<file path="src/rtl/path_payoff_accum.sv">
// rtl/path_payoff_accum.sv - European call/put payoff accumulator over a fixed number of simulated paths
module path_payoff_accum #(
    parameter int DATA_W     = 12,
    parameter int STEPS      = 16,
    parameter int PATHS_LOG2 = 8,
    localparam int ACC_W     = DATA_W + PATHS_LOG2
) (
    input  logic                  clk,
    input  logic                  rst,
    input  logic                  start,
    input  logic [DATA_W-1:0]     strike,
    input  logic                  is_put,
    input  logic                  in_valid,
    input  logic [DATA_W-1:0]     in_path,
    output logic                  busy,
    output logic                  done,
    output logic [ACC_W-1:0]      sum,
    output logic [DATA_W-1:0]     mean,
    output logic [PATHS_LOG2:0]   path_cnt
);

    localparam int SW = (STEPS > 1) ? $clog2(STEPS) : 1;
    localparam logic [SW-1:0] LAST_STEP = SW'(STEPS - 1);
    localparam logic [PATHS_LOG2:0] LAST_PATH = (PATHS_LOG2 + 1)'((1 << PATHS_LOG2) - 1);

    typedef enum logic [1:0] {IDLE, RUN, DONE} state_t;

    state_t            state;
    logic [SW-1:0]     step_cnt;
    logic [DATA_W-1:0] k_q;
    logic              put_q;
    logic [DATA_W-1:0] payoff;

    // Payoff of the current sample; only consumed on the terminal step of a path.
    always_comb begin
        payoff = '0;
        if (put_q) begin
            if (k_q > in_path) payoff = k_q - in_path;
        end else begin
            if (in_path > k_q) payoff = in_path - k_q;
        end
    end

    always_ff @(posedge clk) begin
        if (rst) begin
            state    <= IDLE;
            busy     <= 1'b0;
            done     <= 1'b0;
            sum      <= '0;
            path_cnt <= '0;
            step_cnt <= '0;
            k_q      <= '0;
            put_q    <= 1'b0;
        end else begin
            case (state)
                IDLE, DONE: begin
                    // A sample arriving alongside start belongs to no run.
                    if (start) begin
                        k_q      <= strike;
                        put_q    <= is_put;
                        sum      <= '0;
                        path_cnt <= '0;
                        step_cnt <= '0;
                        busy     <= 1'b1;
                        done     <= 1'b0;
                        state    <= RUN;
                    end
                end
                RUN: begin
                    if (in_valid) begin
                        if (step_cnt == LAST_STEP) begin
                            step_cnt <= '0;
                            sum      <= sum + ACC_W'(payoff);
                            path_cnt <= path_cnt + 1'b1;
                            if (path_cnt == LAST_PATH) begin
                                busy  <= 1'b0;
                                done  <= 1'b1;
                                state <= DONE;
                            end
                        end else begin
                            step_cnt <= step_cnt + 1'b1;
                        end
                    end
                end
                default: state <= IDLE;
            endcase
        end
    end

    assign mean = sum[ACC_W-1:PATHS_LOG2];

endmodule

</file>
<file path="config.mk">
export PLATFORM = sky130hd
export DESIGN_NAME = path_payoff_accum
export DESIGN_NICKNAME = d
export VERILOG_FILES = /design/src/rtl/path_payoff_accum.sv
export SDC_FILE = /design/constraint.sdc
export NUM_CORES = 1
export LEC_CHECK = 0
export BUFFER_PORTS_ARGS = -buffer_cell sky130_fd_sc_hd__buf_2
export CORE_MARGIN = 1
export CORE_UTILIZATION = 40
export DETAILED_ROUTE_END_ITERATION = 7
export MAX_ROUTING_LAYER = met4
export SKIP_LAST_GASP = 1
export SLEW_MARGIN = 20
export SYNTH_ARGS = -nofsm -noshare
export SYNTH_HDL_FRONTEND = slang
export SYNTH_SLANG_ARGS = --single-unit
</file>
<file path="constraint.sdc">
create_clock -name clk -period 4.02 [get_ports clk]
set_input_delay 0.201 -clock clk [delete_from_list [all_inputs] [get_ports clk]]
set_output_delay 0.201 -clock clk [all_outputs]
set_load 0.005 [all_outputs]
</file>
**Word level (Yosys, flattened, before mapping)**

Index checks and enable logic that the tools add are counted.
Widths: inputs -> output; s select.

- Bits in registers: 50
- Bits of input ports: 29
- Logic and storage cells: 61

- Add/sub/neg operators: 5
- Order comparisons: 2
- Equal/unequal tests: 8
- Muxes and demuxes: 30
- Reductions and logical operators: 8

Operators with widths:

| kind | number |
|---|---|
| $mux 20 | 3 |
| $pmux 20 s2 | 1 |
| $mux 12 | 3 |
| $mux 9 | 3 |
| $gt 12x12->1 | 2 |
| $sub 12x12->12 | 2 |
| $add 20x12->20 | 1 |
| $pmux 9 s2 | 1 |
| $mux 4 | 3 |
| $add 9x1->9 const B | 1 |
| $eq 9x8->1 const B | 1 |
| $mux 1 | 8 |
| $mux 2 | 4 |
| $ne 2x2->1 const B | 4 |
| $pmux 4 s2 | 1 |
| $reduce_and 4->1 | 2 |
| $reduce_and 5->1 | 1 |
| $add 4x1->4 const B | 1 |
| $eq 4x4->1 const B | 1 |
| $pmux 1 s2 | 2 |
| $pmux 2 s2 | 1 |
| $reduce_and 3->1 | 1 |
| $eq 2x1->1 const B | 1 |
| $eq 2x2->1 const B | 1 |
| other kinds (4) | 4 |

**Longest topological paths before layout**

Gate-level depths: netlist of run 1.

- Depth in word-level cells: 7
- Depth in mapped cells: 20
- Depth with buffers taken out: 19

**Worst setup path before layout of run 1**

OpenSTA, ideal clock, no wires.

- Kind: reg2reg
- Start point: register k_q[0]
- End point: register sum[12]
- Library setup time: 0.074 ns
- Arrival: 3.709 ns
- Path slack: 0.237 ns
- Stages on the path, launching flop included: 21
- Buffers on the path: 1
- Period minus slack after synthesis: 3.783 ns
- Cells stage by stage: dfxtp_1 inv_1 ha_1 inv_1 fa_1 a211oi_1 o211ai_1 nand2_1 o41ai_2 buf_4 nor2_1 nor2_1 ha_1 inv_1 fa_1 nand3b_1 a21o_1 a211oi_1 o21bai_1 a2111o_1 o21ai_0

- Cells in the longest elaborated chain, start to end: 7
- Elaborated cells on any way between the ends: 11
- Those cells by class: add/sub: 3; order compare: 2; mux: 6

RTL lines:

| what | line | RTL |
|---|---|---|
| start, declared | 30 | `logic [DATA_W-1:0] k_q;` |
| start signal, assigned | 59 | `k_q <= strike;` |
| $sub 12x12->12, or another cell as far along | 40 | `if (in_path > k_q) payoff = in_path - k_q;` |
| $mux 12 (on tied branches) | 40, 38 |  |
| $mux 12 (*) | 37 | `if (put_q) begin` |
| $add 20x12->20 (*) | 73 | `sum <= sum + ACC_W'(payoff);` |
| $mux 20 (*) | 71 | `if (step_cnt == LAST_STEP) begin` |
| $mux 20 (*) | 70 | `if (in_valid) begin` |
| $pmux 20 s2 (*) | 55 | `case (state)` |
| end signal, assigned | 73 |  |
| end, declared | 17 | `output logic [ACC_W-1:0] sum,` |

Mark *: on every way between the ends. The rest lies on a longest branch, timed or not. The select of a mux whose other input is x is not followed.
A chain may end at the register's enable or synchronous reset.

**Worst setup path after layout of run 1**

- Start point: register k_q[0]
- End point: register sum[19]

The elaborated chain is that of the path after synthesis.

==> results.sh, run 1 <==
export IMPL_h_tree_depth=2
export IMPL_syn_to_final_growth_pct=19.1
export IMPL_async_reset_ff_frac=0
export IMPL_arrival_ps=4110
export IMPL_synth_edf_count=0
export IMPL_final_max_slew_viol_count=0
export IMPL_grt_max_degree=44
export IMPL_ys_types=57
export IMPL_finalWirelength_um=10800
export IMPL_period_needed_ps=3870
export IMPL_drc=0
export IMPL_yosys_area_top_type_share=0.247
export IMPL_wire_per_inst_um=14.7
export IMPL_syn_instance_count=527
export IMPL_cts_clk_slew_worst_paths_ps=100
export IMPL_die_y_um=103
export IMPL_core_area_sq_um=9770
export IMPL_crit_required_ps=4270
export IMPL_avgSynthCellArea_sq_um=7.69
export IMPL_cp_max_fo=13
export IMPL_synth_ff_type="dfxtp_1"
export IMPL_nets=674
export IMPL_ys_warnings_count=0
export IMPL_max_freq_mhz=259
export IMPL_ios=72
export IMPL_cts_tree="done"
export IMPL_cts_buffer_depth=2
export IMPL_fillers=1010
export IMPL_tns_ps=0
export IMPL_rsz0062_at_grt="yes"
export IMPL_start_util=0.414
export IMPL_yosysSeqAreaShare=0.247
export IMPL_placed_cell_area_sq_um=4520
export IMPL_power_density_nw_per_um2=271
export IMPL_worstSetupPathType="reg -> reg"
export IMPL_numCtsBuffers=5
export IMPL_drt_iter0_drc=145
export IMPL_startpoint_type="flip-flop"
export IMPL_die_area_sq_um=10500
export IMPL_drt_pass1_iter_count=6
export IMPL_hp_class="in -> reg"
export IMPL_overflow=0
export IMPL_synth_largest_area_cell="dfxtp_1"
export IMPL_worstMarginPinSlew_ps=908
export IMPL_track_usage=0.217
export IMPL_diodes=0
export IMPL_gp_congestion=0.868
export IMPL_vdd_drop_max_mv=0.133
export IMPL_slew_headroom=0.395
export IMPL_cts_sinks=50
export IMPL_synth_nets=600
export IMPL_netlist_top_cells_area="dfxtp_1, ha_1, a21oi_1"
export IMPL_skew_ps=11.1
export IMPL_fin_crit_sh=0.962
export IMPL_placement_rows=36
export IMPL_die_w_um=103
export IMPL_setup_viol=0
export IMPL_drive_above_1_share=0.245
export IMPL_final_antenna_net_count=0
export IMPL_drv_cap=0
export IMPL_grt_pass1_vias=3727
export IMPL_final_area_sq_um=4820
export IMPL_p_leak_nw=2.23
export IMPL_grt_antenna_before_repair=0
export IMPL_vias=3993
export IMPL_postCtsHoldBufs=0
export IMPL_status="complete, no violations"
export IMPL_clk_root_buffer_cell="clkbuf_8"
export IMPL_numPortBuffers=71
export IMPL_dp_hpwl_um=8260
export IMPL_grt_pass1_wl_um=17400
export IMPL_worstSetupEndpointType="flip-flop"
export IMPL_netlist_area_sq_um=4050
export IMPL_worstSkewPairLatency_ps=320
export IMPL_via_per_inst=5.44
export IMPL_final_hold_violation_count=0
export IMPL_ys_ff_latch=50
==> registers in the layout, indices dropped and copies added, names as in the netlist <==
name / flops
state: 2
step_cnt: 4
sum: 20
done: 1
k_q: 12
path_cnt: 9
put_q: 1
busy: 1
==> cell type report <==
cell class / instances / area [sq um] / share of cell area
clock buffers: 5 / 68.8 / 0.0143
clock inverters: 2 / 13.8 / 0.00285
inverters: 44 / 165 / 0.0342
multi-input cells: 395 / 2790 / 0.578
flip-flops and latches: 50 / 1000 / 0.208
well taps: 133 / 166 / 0.0345
repair buffers: 105 / 618 / 0.128
==> stage by stage <==
step           std cells  hold WS [ps]  setup slack, ps  total power [mW]  utilization
6_report             734           116              155              1.31        0.493
5_1_grt              734           122            -89.7              1.40        0.493
4_1_cts              722           107            0.555              1.29        0.473
3_5_place_dp         715           448             8.67             0.979        0.463
3_3_place_gp         715           445              111             0.972        0.463
2_1_floorplan        527           304              237             0.849            -
==> final timing paths <==
check,startpoint,to,slack [ps],depth (start not counted)
min,strike[8],k_q[8]$_SDFFE_PP0P_,120,3
max reg2reg,k_q[0]$_SDFFE_PP0P_,sum[19]$_SDFFE_PP0P_,150,18
max,k_q[0]$_SDFFE_PP0P_,sum[19]$_SDFFE_PP0P_,150,18
min reg2reg,done$_SDFFE_PP0P_,done$_SDFFE_PP0P_,460,2
==> report_power, final <==
group | total (mW) | internal [mW] | switching, mW
registers | 0.531 | 0.512 | 0.0188
logic | 0.479 | 0.207 | 0.271
clock network | 0.298 | 0.121 | 0.177
==> routing by layer <==
metal | global-route usage | routed length, um
met1 | 0.279 | 5080
met2 | 0.351 | 5010
met3 | 0.0312 | 529
met4 | 0.0648 | 136
met5 | - | 0
==> cells in the final DEF (no fill, tap or decap), types with 5 or more instances in the layout <==
| master | instances |
|---|---|
| nand3b_1 | 7 |
| buf_2 | 71 |
| a221oi_1 | 7 |
| and2_1 | 5 |
| nand2b_1 | 10 |
| o211ai_1 | 5 |
| xor2_1 | 6 |
| a22oi_1 | 13 |
| buf_4 | 32 |
| nand3_1 | 19 |
| nand2_1 | 62 |
| clkbuf_8 | 5 |
| a21oi_1 | 63 |
| xnor2_1 | 7 |
| nor3_1 | 6 |
| a21o_1 | 18 |
| ha_1 | 36 |
| inv_1 | 41 |
| nor2_1 | 27 |
| or3_1 | 7 |
| o21ai_0 | 18 |
| dfxtp_1 | 49 |
==> Yosys cell counts, drive strengths merged (3+ instances only) <==
master / count
nand4: 4
or2: 3
and2: 5
nand2: 63
a31oi: 4
o31ai: 3
a32oi: 3
o211ai: 5
inv: 44
xor2: 6
nor2: 27
a22oi: 15
or3: 7
buf: 26
a21oi: 65
o21a: 5
xnor2: 7
ha: 41
nor2b: 4
a2111o: 3
a221oi: 8
fa: 3
nor3: 6
nand3b: 7
and3: 3
o21bai: 3
nand2b: 10
o21ai: 22
a21o: 18
nand3: 20
dfxtp: 50
clkbuf: 12
==> critical path, cell delays in order, from the launching register on <==
cell	delay, ps
dfxtp_2	360
inv_2	50
ha_4	160
inv_2	60
fa_2	210
a211oi_2	80
o211ai_1	250
nand2_2	120
o41ai_4	460
buf_6	220
a31oi_1	100
a22oi_1	230
ha_1	250
a21o_1	180
o32ai_1	110
a21o_1	190
o21a_2	240
or4_1	400
a21oi_1	150
==> cells by family (layout without fill, tap and decap cells) <==
| family | count (synthesis) | count (layout) | synth area share |
|---|---|---|---|
| fa+ha+maj | 44 | 44 | 0.141 |
| buf+inv | 82 | 156 | 0.0942 |
| xor+xnor | 13 | 13 | 0.0281 |
| flops | 50 | 50 | 0.247 |
| mux | 2 | 2 | 0.00494 |
| compound gates | 170 | 170 | 0.279 |
| simple gates | 166 | 166 | 0.205 |
==> timing repair <==
item,in CTS,in global routing
pin swaps,1,17
gates resized for setup,2,32
endpoints found under the setup margin,4,13
setup buffers,0,12
No activity file was read; power rests on OpenSTA's default activity.
==> run 2, diff against run 1 <==
RECOVER_POWER = 25   (was default)
==> run 2 against run 1 <==
Maximum frequency hardly changed. Sequential power hardly changed. Largest cell class unchanged. Routed wire length up 0.40%.
==> results.sh, run 2 (same netlist as run 1, synthesis figures left out) <==
export IMPL_gp_congestion=0.868
export IMPL_start_util=0.414
export IMPL_cts_tree="done"
export IMPL_combPwrFrac=0.365
export IMPL_final_hold_violation_count=0
export IMPL_grt_max_degree=44
export IMPL_rsz0062_at_grt="yes"
export IMPL_grtUsageMet2=0.351
export IMPL_place_inst=715
export IMPL_final_cell_mix="a21oi_1, nand2_1, buf_2"
export IMPL_drt_pass1_iter_count=5
export IMPL_rr_startpoint="k_q[0]$_SDFFE_PP0P_"
export IMPL_grt_antenna_before_repair=0
export IMPL_numPortBuffers=71
export IMPL_grtUsageMet1=0.279
export IMPL_final_common_cell="a21oi_1"
export IMPL_period_needed_ps=3870
export IMPL_slowest_delay_ps=460
export IMPL_setup_viol=0
export IMPL_final_max_slew_viol_count=0
export IMPL_slew_headroom=0.406
export IMPL_placed_cell_area_sq_um=4520
export IMPL_hold_depth=3
export IMPL_largest_register_ffs=20
export IMPL_worstSetupEndpointType="flip-flop"
export IMPL_h_tree_depth=2
export IMPL_cpMaxStageDelayCell="o41ai_4"
export IMPL_status="complete, no violations"
export IMPL_drt_iter0_drc=146
export IMPL_syn_to_final_growth_pct=18.5
export IMPL_worstSetupPathType="reg -> reg"
export IMPL_placement_rows=36
export IMPL_wire_per_inst_um=14.7
export IMPL_cts_sinks=50
export IMPL_ios=72
export IMPL_rr_endpoint="sum[16]$_SDFFE_PP0P_"
export IMPL_arrival_ps=4120
export IMPL_crit_required_ps=4270
export IMPL_grt_pass1_wl_um=17400
export IMPL_postCtsHoldBufs=0
export IMPL_power_mw=1.31
export IMPL_hold_end="k_q[8]$_SDFFE_PP0P_"
export IMPL_worstMarginPinSlew_ps=892
export IMPL_path_buf_inv=3
export IMPL_p_leak_nw=2.15
export IMPL_die_y_um=103
export IMPL_drive_above_1_share=0.215
export IMPL_drc=0
export IMPL_busiest_layer="met2"
export IMPL_skew_ps=10.5
export IMPL_cp_max_fo=7
export IMPL_switching_share=0.357
export IMPL_startpoint_type="flip-flop"
export IMPL_r2r_cells=19
export IMPL_final_area_sq_um=4800
export IMPL_nets=674
export IMPL_final_antenna_net_count=0
export IMPL_dp_hpwl_um=8260
export IMPL_fin_crit_sh=0.962
export IMPL_numCtsBuffers=5
export IMPL_max_freq_mhz=259
export IMPL_cpMostUsedCell="inv_2"
export IMPL_overflow=0
export IMPL_cp_top_family="compound AO/OA/AOI/OAI gates"
export IMPL_final_cells=734
export IMPL_die_w_um=103
export IMPL_core_area_sq_um=9770
export IMPL_p_seq_frac=0.407
export IMPL_p_switching_mw=0.466
export IMPL_track_usage=0.217
export IMPL_via_per_inst=5.43
export IMPL_cts_buffer_depth=2
export IMPL_diodes=0
export IMPL_die_area_sq_um=10500
export IMPL_clk_root_buffer_cell="clkbuf_8"
export IMPL_path_cells="inv_2 -> ha_4 -> inv_2 -> fa_2 -> a211oi_2 -> o211ai_1 -> nand2_2 -> o41ai_4 -> nor2_1 -> nor2_1 -> ha_2 -> inv_2 -> fa_2 -> nand3b_1 -> a21o_1 -> a211oi_4 -> o21bai_4 -> a2111o_1 -> o21ai_1"
export IMPL_cts_clk_slew_worst_paths_ps=100
export IMPL_worstSkewPairLatency_ps=310
export IMPL_power_density_nw_per_um2=272
export IMPL_use_met3=0.0312
export IMPL_grt_pass1_vias=3727
export IMPL_finalWirelength_um=10800
export IMPL_drv_cap=0
export IMPL_hp_class="in -> reg"
export IMPL_largest_register="sum"
export IMPL_vdd_drop_max_mv=0.132
export IMPL_vias=3989
export IMPL_clockPowerShare=0.227
export IMPL_power_internal_mw=0.840
export IMPL_largestRegisters="sum (20), k_q (12), path_cnt (9)"
export IMPL_min_delay_start="strike[8]"
export IMPL_reg2reg_slack_ps=150
==> run 2: cell types whose count changed in the layout (fill, tap and decap cells not counted), sizes merged <==
cell    previous run  this run
clkbuf             5        23
buf              105        87
==> run 2: power by group through the flow <==
stage | logic [mW] | registers [mW] | clock network [mW]
detailed placement | 0.437 | 0.543 | 0
floorplan | 0.312 | 0.537 | 0
global placement | 0.431 | 0.542 | 0
finish | 0.477 | 0.532 | 0.297
global route | 0.530 | 0.535 | 0.334
CTS | 0.442 | 0.531 | 0.313
==> run 2: routing by layer <==
| metal | up-vias | part of all wire |
|---|---|---|
| met3 | 15 | 0.050 |
| met5 | - | 0 |
| li1 | 2005 | - |
| met2 | 102 | 0.46 |
| met1 | 1867 | 0.47 |
| met4 | 0 | 0.016 |
==> run 2: area by class of cell <==
type,instances,area (sq um)
Fill cell,1017,4970
Multi-Input combinational cell,395,2790
Sequential cell,50,1000
Timing Repair Buffer,105,596
Tap cell,133,166
Inverter,44,165
Clock buffer,5,68.8
Clock inverter,2,13.8
==> run 2: repair_timing <==
| item | in CTS | in global routing |
|---|---|---|
| endpoints found under the hold margin | 0 | 0 |
| resized for setup | 2 | 32 |
| endpoints found under the setup margin | 4 | 13 |
| pin swaps | 1 | 17 |
| setup buffers | 0 | 12 |
==> run 2: worst register-to-register path, delay by kind of cell (launching register included) <==
family,cells,cell delay [ps]
compound gates,8,1880
fa+ha+maj,4,910
buf+inv,3,150
flops,1,360
simple gates,4,510
==> run 2: per-stage QoR <==
stage                     hold WS (ps)  worst slack, ps  setup TNS [ps]  utilization
after CTS                          107            0.555               0        0.473
after global routing               122            -89.7            -345        0.491
after global placement             445              111               0        0.463
final                              118              152               0        0.491
after detailed placement           448             8.67               0        0.463
after floorplan                    304              237               0            -
==> run 2: how the worst max path moves through the flow <==
stage	startpoint	to	slack (ps)	depth (start not counted)
2_1_floorplan	k_q[0]$_SDFFE_PP0P_	sum[12]$_SDFFE_PP0P_	240	20
3_3_place_gp	in_path[11]	sum[14]$_SDFFE_PP0P_	110	17
3_5_place_dp	k_q[0]$_SDFFE_PP0P_	sum[16]$_SDFFE_PP0P_	9	18
4_1_cts	k_q[7]$_SDFFE_PP0P_	sum[16]$_SDFFE_PP0P_	0.6	15
5_1_grt	k_q[0]$_SDFFE_PP0P_	sum[14]$_SDFFE_PP0P_	-90	19
6_report	k_q[0]$_SDFFE_PP0P_	sum[16]$_SDFFE_PP0P_	150	19
